`config.mk`:
```
export PLATFORM = sky130hd
export DESIGN_NAME = id_ex_stage
export DESIGN_NICKNAME = d
export VERILOG_FILES = /design/src/rtl/id_ex_stage.sv
export SDC_FILE = /design/constraint.sdc
export NUM_CORES = 1
export LEC_CHECK = 0
export ABC_AREA = 1
export BUFFER_PORTS_ARGS = -buffer_cell sky130_fd_sc_hd__buf_4
export CORE_ASPECT_RATIO = 0.9
export CORE_MARGIN = 2
export CORE_UTILIZATION = 45
export CTS_CLUSTER_DIAMETER = 120
export DETAILED_ROUTE_END_ITERATION = 8
export PLACE_DENSITY = 0.93
export SKIP_CTS_REPAIR_TIMING = 1
export SYNTH_ARGS = -nofsm -noshare
export SYNTH_HDL_FRONTEND = slang
export SYNTH_SLANG_ARGS = --single-unit
```
`constraint.sdc`:
```
create_clock -name clk_i -period 3.55 [get_ports clk_i]
set_input_delay 0.1775 -clock clk_i [delete_from_list [all_inputs] [get_ports clk_i]]
set_output_delay 0.1775 -clock clk_i [all_outputs]
set_load 0.01 [all_outputs]
```
`src/rtl/id_ex_stage.sv`:
```
// -----------------------------------------------------------------------------
// id_ex_stage
//
// Decode-to-execute pipeline register. Each cycle it can capture one
// instruction from IF/ID and decode it into the ALU's alu_op/flag encoding.
// Supported instructions are ADD, SUB, OR, AND, MUL, ADDI, ORI and ANDI. It
// selects both ALU operands: register data, the sign-extended I-type
// immediate, and optional forwarded values. Every output is registered and
// drives the ALU directly.
//
// Per-edge priority: flush_i > stall_i > capture.
//   flush   : a bubble is loaded and illegal_o clears.
//   stall   : every output holds, including illegal_o.
//   capture : a legal instruction is loaded. An idle slot or an unsupported
//             encoding loads a bubble. An unsupported encoding also raises
//             illegal_o for one cycle.
//
// Configuration macro:
//   ID_EX_FWD_EN  defined   : rs1, and rs2 on R-type, are forwarded.
//                             The EX entry (alu_result_i) has priority over
//                             writeback (wb_*_i). x0 is never forwarded.
//                 undefined : operands come only from rs*_data_i and the
//                             immediate. The forwarding ports remain but are
//                             ignored.
//
// Ports:
//   clk_i, rst_i      clock; asynchronous active-high reset
//   valid_i           instr_i carries a real instruction
//   instr_i           instruction word
//   rs1_data_i        register-file read of instr_i[19:15]
//   rs2_data_i        register-file read of instr_i[24:20]
//   stall_i           hold all registered outputs
//   flush_i           replace the captured entry with a bubble
//   alu_result_i      result of the entry currently in EX (forward source 1)
//   wb_en_i           writeback enable (forward source 2)
//   wb_rd_i           writeback destination register
//   wb_data_i         writeback data
//   valid_o           EX entry is a real instruction
//   opr_1_o, opr_2_o  ALU operands
//   alu_op_o, flag_o  ALU operation select; flag_o=1 selects SUB
//   rd_o              destination register
//   reg_write_o       EX entry writes rd_o
//   illegal_o         one-cycle pulse: the dropped instruction was unsupported
// -----------------------------------------------------------------------------
module id_ex_stage (
  input  logic        clk_i,
  input  logic        rst_i,
  input  logic        valid_i,
  input  logic [31:0] instr_i,
  input  logic [31:0] rs1_data_i,
  input  logic [31:0] rs2_data_i,
  input  logic        stall_i,
  input  logic        flush_i,
  input  logic [31:0] alu_result_i,
  input  logic        wb_en_i,
  input  logic [4:0]  wb_rd_i,
  input  logic [31:0] wb_data_i,
  output logic        valid_o,
  output logic [31:0] opr_1_o,
  output logic [31:0] opr_2_o,
  output logic [3:0]  alu_op_o,
  output logic        flag_o,
  output logic [4:0]  rd_o,
  output logic        reg_write_o,
  output logic        illegal_o
);

  // Opcode / funct encodings of the supported subset
  localparam logic [6:0] OpcOpImm = 7'b0010011;
  localparam logic [6:0] OpcOp    = 7'b0110011;
  localparam logic [2:0] F3Add    = 3'b000;
  localparam logic [2:0] F3Or     = 3'b110;
  localparam logic [2:0] F3And    = 3'b111;
  localparam logic [6:0] F7Base   = 7'b0000000;
  localparam logic [6:0] F7Sub    = 7'b0100000;
  localparam logic [6:0] F7MulDiv = 7'b0000001;
  localparam logic [3:0] AluMul   = 4'b1000;

  // ---------------------------------------------------------------------------
  // Instruction fields
  // ---------------------------------------------------------------------------
  logic [6:0]  opcode;
  logic [2:0]  funct3;
  logic [6:0]  funct7;
  logic [4:0]  rd_idx;
  logic [31:0] imm_sext;

  assign opcode   = instr_i[6:0];
  assign funct3   = instr_i[14:12];
  assign funct7   = instr_i[31:25];
  assign rd_idx   = instr_i[11:7];
  assign imm_sext = {{20{instr_i[31]}}, instr_i[31:20]};

  // ---------------------------------------------------------------------------
  // Decode
  // ---------------------------------------------------------------------------
  logic       f3_alu_ok;
  logic       dec_legal;
  logic       dec_use_imm;
  logic       dec_flag;
  logic [3:0] dec_alu_op;

  // ADD/OR/AND share funct3 with ADDI/ORI/ANDI, and alu_op is {0, funct3}
  assign f3_alu_ok = (funct3 == F3Add) || (funct3 == F3Or) || (funct3 == F3And);

  always_comb begin
    dec_legal   = 1'b0;
    dec_use_imm = 1'b0;
    dec_flag    = 1'b0;
    dec_alu_op  = 4'b0000;
    case (opcode)
      OpcOpImm: begin
        if (f3_alu_ok) begin
          dec_legal   = 1'b1;
          dec_use_imm = 1'b1;
          dec_alu_op  = {1'b0, funct3};
        end
      end
      OpcOp: begin
        if ((funct7 == F7Base) && f3_alu_ok) begin
          dec_legal  = 1'b1;
          dec_alu_op = {1'b0, funct3};
        end else if ((funct7 == F7Sub) && (funct3 == F3Add)) begin
          dec_legal  = 1'b1;
          dec_flag   = 1'b1;
          dec_alu_op = 4'b0000;
        end else if ((funct7 == F7MulDiv) && (funct3 == F3Add)) begin
          dec_legal  = 1'b1;
          dec_alu_op = AluMul;
        end
      end
      default: begin
        dec_legal = 1'b0;
      end
    endcase
  end

  // ---------------------------------------------------------------------------
  // Operand sources
  // ---------------------------------------------------------------------------
  logic [31:0] rs1_val;
  logic [31:0] rs2_val;

  // Registered EX state (declared here because forwarding reads it)
  logic        valid_q,     valid_d;
  logic [31:0] opr_1_q,     opr_1_d;
  logic [31:0] opr_2_q,     opr_2_d;
  logic [3:0]  alu_op_q,    alu_op_d;
  logic        flag_q,      flag_d;
  logic [4:0]  rd_q,        rd_d;
  logic        reg_write_q, reg_write_d;
  logic        illegal_q,   illegal_d;

`ifdef ID_EX_FWD_EN
  logic [4:0] rs1_idx;
  logic [4:0] rs2_idx;
  logic       ex_can_fwd;
  logic       rs1_hit_ex, rs1_hit_wb;
  logic       rs2_hit_ex, rs2_hit_wb;

  assign rs1_idx = instr_i[19:15];
  assign rs2_idx = instr_i[24:20];

  // Uses the pre-edge EX entry, so back-to-back dependent ops need no stall
  assign ex_can_fwd = valid_q & reg_write_q;

  assign rs1_hit_ex = (rs1_idx != 5'd0) && ex_can_fwd && (rd_q == rs1_idx);
  assign rs1_hit_wb = (rs1_idx != 5'd0) && wb_en_i && (wb_rd_i == rs1_idx);
  assign rs2_hit_ex = (rs2_idx != 5'd0) && ex_can_fwd && (rd_q == rs2_idx);
  assign rs2_hit_wb = (rs2_idx != 5'd0) && wb_en_i && (wb_rd_i == rs2_idx);

  always_comb begin
    rs1_val = rs1_data_i;
    if (rs1_hit_ex) begin
      rs1_val = alu_result_i;
    end else if (rs1_hit_wb) begin
      rs1_val = wb_data_i;
    end
  end

  always_comb begin
    rs2_val = rs2_data_i;
    if (rs2_hit_ex) begin
      rs2_val = alu_result_i;
    end else if (rs2_hit_wb) begin
      rs2_val = wb_data_i;
    end
  end
`else
  // Without forwarding, hazards are resolved upstream. These inputs stay on the
  // port list but are deliberately ignored.
  logic unused_fwd;
  assign unused_fwd = ^{alu_result_i, wb_en_i, wb_rd_i, wb_data_i, instr_i[19:15]};

  assign rs1_val = rs1_data_i;
  assign rs2_val = rs2_data_i;
`endif

  // ---------------------------------------------------------------------------
  // Next-state: flush > stall > capture
  // ---------------------------------------------------------------------------
  always_comb begin
    valid_d     = valid_q;
    opr_1_d     = opr_1_q;
    opr_2_d     = opr_2_q;
    alu_op_d    = alu_op_q;
    flag_d      = flag_q;
    rd_d        = rd_q;
    reg_write_d = reg_write_q;
    illegal_d   = illegal_q;

    if (flush_i || !stall_i) begin
      // Bubble unless a legal instruction is captured below
      valid_d     = 1'b0;
      opr_1_d     = 32'd0;
      opr_2_d     = 32'd0;
      alu_op_d    = 4'b0000;
      flag_d      = 1'b0;
      rd_d        = 5'd0;
      reg_write_d = 1'b0;
      illegal_d   = 1'b0;

      if (!flush_i) begin
        illegal_d = valid_i & ~dec_legal;
        if (valid_i && dec_legal) begin
          valid_d     = 1'b1;
          opr_1_d     = rs1_val;
          opr_2_d     = dec_use_imm ? imm_sext : rs2_val;
          alu_op_d    = dec_alu_op;
          flag_d      = dec_flag;
          rd_d        = rd_idx;
          reg_write_d = (rd_idx != 5'd0);
        end
      end
    end
  end

  // ---------------------------------------------------------------------------
  // EX register
  // ---------------------------------------------------------------------------
  always_ff @(posedge clk_i or posedge rst_i) begin
    if (rst_i) begin
      valid_q     <= 1'b0;
      opr_1_q     <= 32'd0;
      opr_2_q     <= 32'd0;
      alu_op_q    <= 4'b0000;
      flag_q      <= 1'b0;
      rd_q        <= 5'd0;
      reg_write_q <= 1'b0;
      illegal_q   <= 1'b0;
    end else begin
      valid_q     <= valid_d;
      opr_1_q     <= opr_1_d;
      opr_2_q     <= opr_2_d;
      alu_op_q    <= alu_op_d;
      flag_q      <= flag_d;
      rd_q        <= rd_d;
      reg_write_q <= reg_write_d;
      illegal_q   <= illegal_d;
    end
  end

  assign valid_o     = valid_q;
  assign opr_1_o     = opr_1_q;
  assign opr_2_o     = opr_2_q;
  assign alu_op_o    = alu_op_q;
  assign flag_o      = flag_q;
  assign rd_o        = rd_q;
  assign reg_write_o = reg_write_q;
  assign illegal_o   = illegal_q;

endmodule

```
==> flow_summary.json <==
{
  "status": "finished clean",
  "power_density_mw_per_mm2": 311.2,
  "finalSetupTns_ns": 0,
  "synth_fa_ha_area_frac": 0,
  "grt_overflow_total": 0,
  "hpwlAfterDp_mm": 7.198,
  "vdd_drop_max_v": 0.0002096,
  "setup_viol": 0,
  "ys_ff_latch": 77,
  "hold_viol_final": 0,
  "vias_per_cell": 4.870,
  "postSynthCellCount": 459,
  "io_pins": 248,
  "yosys-mux-area-fraction": 0,
  "start_util": 0.4693,
  "syn_area_mm2": 0.003841,
  "cts_tree": "done",
  "cts-htree-levels": 3,
  "wl_per_cell_um": 13.69,
  "tightest_slew_ns": 0.7133,
  "core_mm2": 0.008184,
  "synth_top_family_by_area": "simple AND/OR/NAND/NOR gates",
  "antenna_found_initial": 0,
  "gp_congestion": 0.7857,
  "cts_root_buffer": "clkbuf_8",
  "skew_ns": 0,
  "firstDrtPassIters": 4,
  "insertedDiodeCount": 0,
  "relSlewSlack": 0.5233,
  "leakage_nw": 3.080,
  "cap_violations": 0,
  "synth.distinct_cells": 23,
  "yosysSeqAreaShare": 0.5016,
  "synth_xor_area_frac": 0,
  "cp-start-kind": "primary input",
  "clk_latency_ns": 0.34,
  "critPathMaxFanout": 73,
  "rsz0062_at_grt": "no",
  "clk_path_buf_depth": 2,
  "min_path_type": "in -> reg",
  "required_ns": 3.82,
  "grt_pass1_vias": 3585,
  "drc_errors": 0,
  "placed_cells": 722,
  "drtIter0Drc": 146,
  "worstSetupPathType": "in -> reg",
  "synthSimpleGateAreaFrac": 0.4065,
  "vias": 3599,
  "grt_max_degree": 74,
  "synth_nets": 630,
  "routed_wl_mm": 10.12,
  "drive_gt1_frac": 0.3814,
  "num_rows": 31,
  "cts.sinks": 77,
  "worst_ep_arrival_time_ns": 1.97,
  "fin_crit_ns": 1.692,
  "dieWidth_um": 101.4,
  "numPortBuffers": 172,
  "grt_pass1_wl_mm": 16.84,
  "num-nets-final": 790,
  "track_usage": 0.2260,
  "max_freq_ghz": 0.5909,
  "numCtsBuffers": 9,
  "fin_crit_sh": 0.4767,
  "fin_cells": 739,
  "end_kind": "register",
  "ys_warn_count": 0,
  "die_y_um": 91.65,
  "slew_viol_final": 0,
  "syn_to_final_growth_pct": 37.04,
  "antenna_left": 0,
  "dieArea_mm2": 0.009292,
  "synth_compound_area_frac": 0.009121,
  "clk_pin_slew_worst_paths_ns": 0.09,
  "syn_avg_cell_area_um2": 8.369
}
[power by group]
part / leakage [nW] / total [W] / switching [W] / internal [W]
Combinational: 1.92 / 0.000173 / 0.0000869 / 0.0000864
Sequential: 1.08 / 0.000878 / 0.000000493 / 0.000877
Clock: 0.0856 / 0.000587 / 0.000331 / 0.000256
Total: 3.08 / 0.00164 / 0.000419 / 0.00122
[critical path: stages]
cell     delay, ns
buf_4         0.11
inv_1         0.05
nand3_1       0.10
nand2_1       0.13
nand2_1       0.37
nand2_1       0.27
inv_2         0.09
nand2_8       0.40
nand3_1       0.14
nand2_1       0.10
[state kept, by name (all words and copies together), names as in the netlist]
| register | cells |
|---|---|
| alu_op_o | 4 |
| flag_o | 1 |
| illegal_o | 1 |
| opr_1_o | 32 |
| opr_2_o | 32 |
| rd_o | 5 |
| reg_write_o | 1 |
| valid_o | 1 |
[cell type report]
type	count	area [um^2]
fill	663	2920
clock inverter	7	51.30
clock buffer	9	123.9
inverter	13	55.05
multi-input combinational	340	1612
sequential	77	1927
timing repair buffer	178	1351
tap	115	143.9
[per-stage QoR]
step	hold slack, ns	setup slack, ns	util	cell area (um^2)	total power [W]
5_1_grt	0.02703	1.630	0.6432	5264	0.001719
3_3_place_gp	0.2872	1.533	0.6205	5079	0.001065
4_1_cts	-0.09212	1.899	0.6420	5254	0.001664
2_1_floorplan	0.3015	1.406	-	3841	0.0009667
3_5_place_dp	0.2909	1.525	0.6205	5079	0.001069
6_report	0.05224	1.858	0.6432	5264	0.001638
[per-layer routing]
layer,up-vias,global-route usage,share of wire
met5,-,0,0
met4,0,0.04617,0.011
met3,14,0.06326,0.060
met2,122,0.4018,0.52
met1,1702,0.2722,0.41
li1,1761,-,-
[synth_stat cells]
cell type  instances  area share
buf_12             3       0.016
buf_2              4      0.0052
buf_4              7       0.014
buf_6              4       0.012
buf_8              4       0.016
clkbuf_1           7      0.0068
dfrtp_1           77        0.50
inv_1             11       0.011
inv_2              1     0.00098
inv_6              1      0.0023
nand2_1          235        0.23
nand2_2            2      0.0033
nand2_4            1      0.0029
nand2_8            1      0.0052
nand3_1           43       0.056
nand3_2           32       0.083
nand3b_1           3      0.0059
nor2_1            10      0.0098
nor2_2             3      0.0049
nor2_4             1      0.0029
nor3_1             2      0.0026
o21ai_0            4      0.0052
o21ai_1            3      0.0039
[path summary, 6_finish.rpt]
path | from | end | slack [ns] | cells past startpoint
setup / recovery | instr_i[14] | opr_1_o[4]$_DFFE_PP0P_ | 1.86 | 10
hold / removal | rs1_data_i[24] | opr_1_o[24]$_DFFE_PP0P_ | 0.05 | 3
setup reg to reg | opr_1_o[17]$_DFFE_PP0P_ | opr_1_o[17]$_DFFE_PP0P_ | 2.89 | 2
hold reg to reg | opr_1_o[29]$_DFFE_PP0P_ | opr_1_o[29]$_DFFE_PP0P_ | 0.49 | 2
max in group asynchronous | rst_i | opr_1_o[29]$_DFFE_PP0P_ | 2.12 | 4
min in group asynchronous | rst_i | opr_2_o[2]$_DFFE_PP0P_ | 0.51 | 3
[logic make-up (layout without fill, tap and decap cells)]
kind of cell | count (synthesis) | in the layout
AND/OR/NAND/NOR | 333 | 333
flip-flops | 77 | 77
buffers and inverters | 42 | 207
AO/OA/AOI/OAI | 7 | 7
[placed cells by master, fill, tap and decap left out, drive strengths merged]
master / count
nor3: 2
dfrtp: 77
clkinv: 5
buf: 177
nand3b: 3
clkbuf: 9
nor2: 14
nand2: 239
dlygate4sd3: 1
nand3: 75
o21ai: 7
inv: 13
clkinvlp: 2
Note: power is estimated with default switching activity, not from simulation.
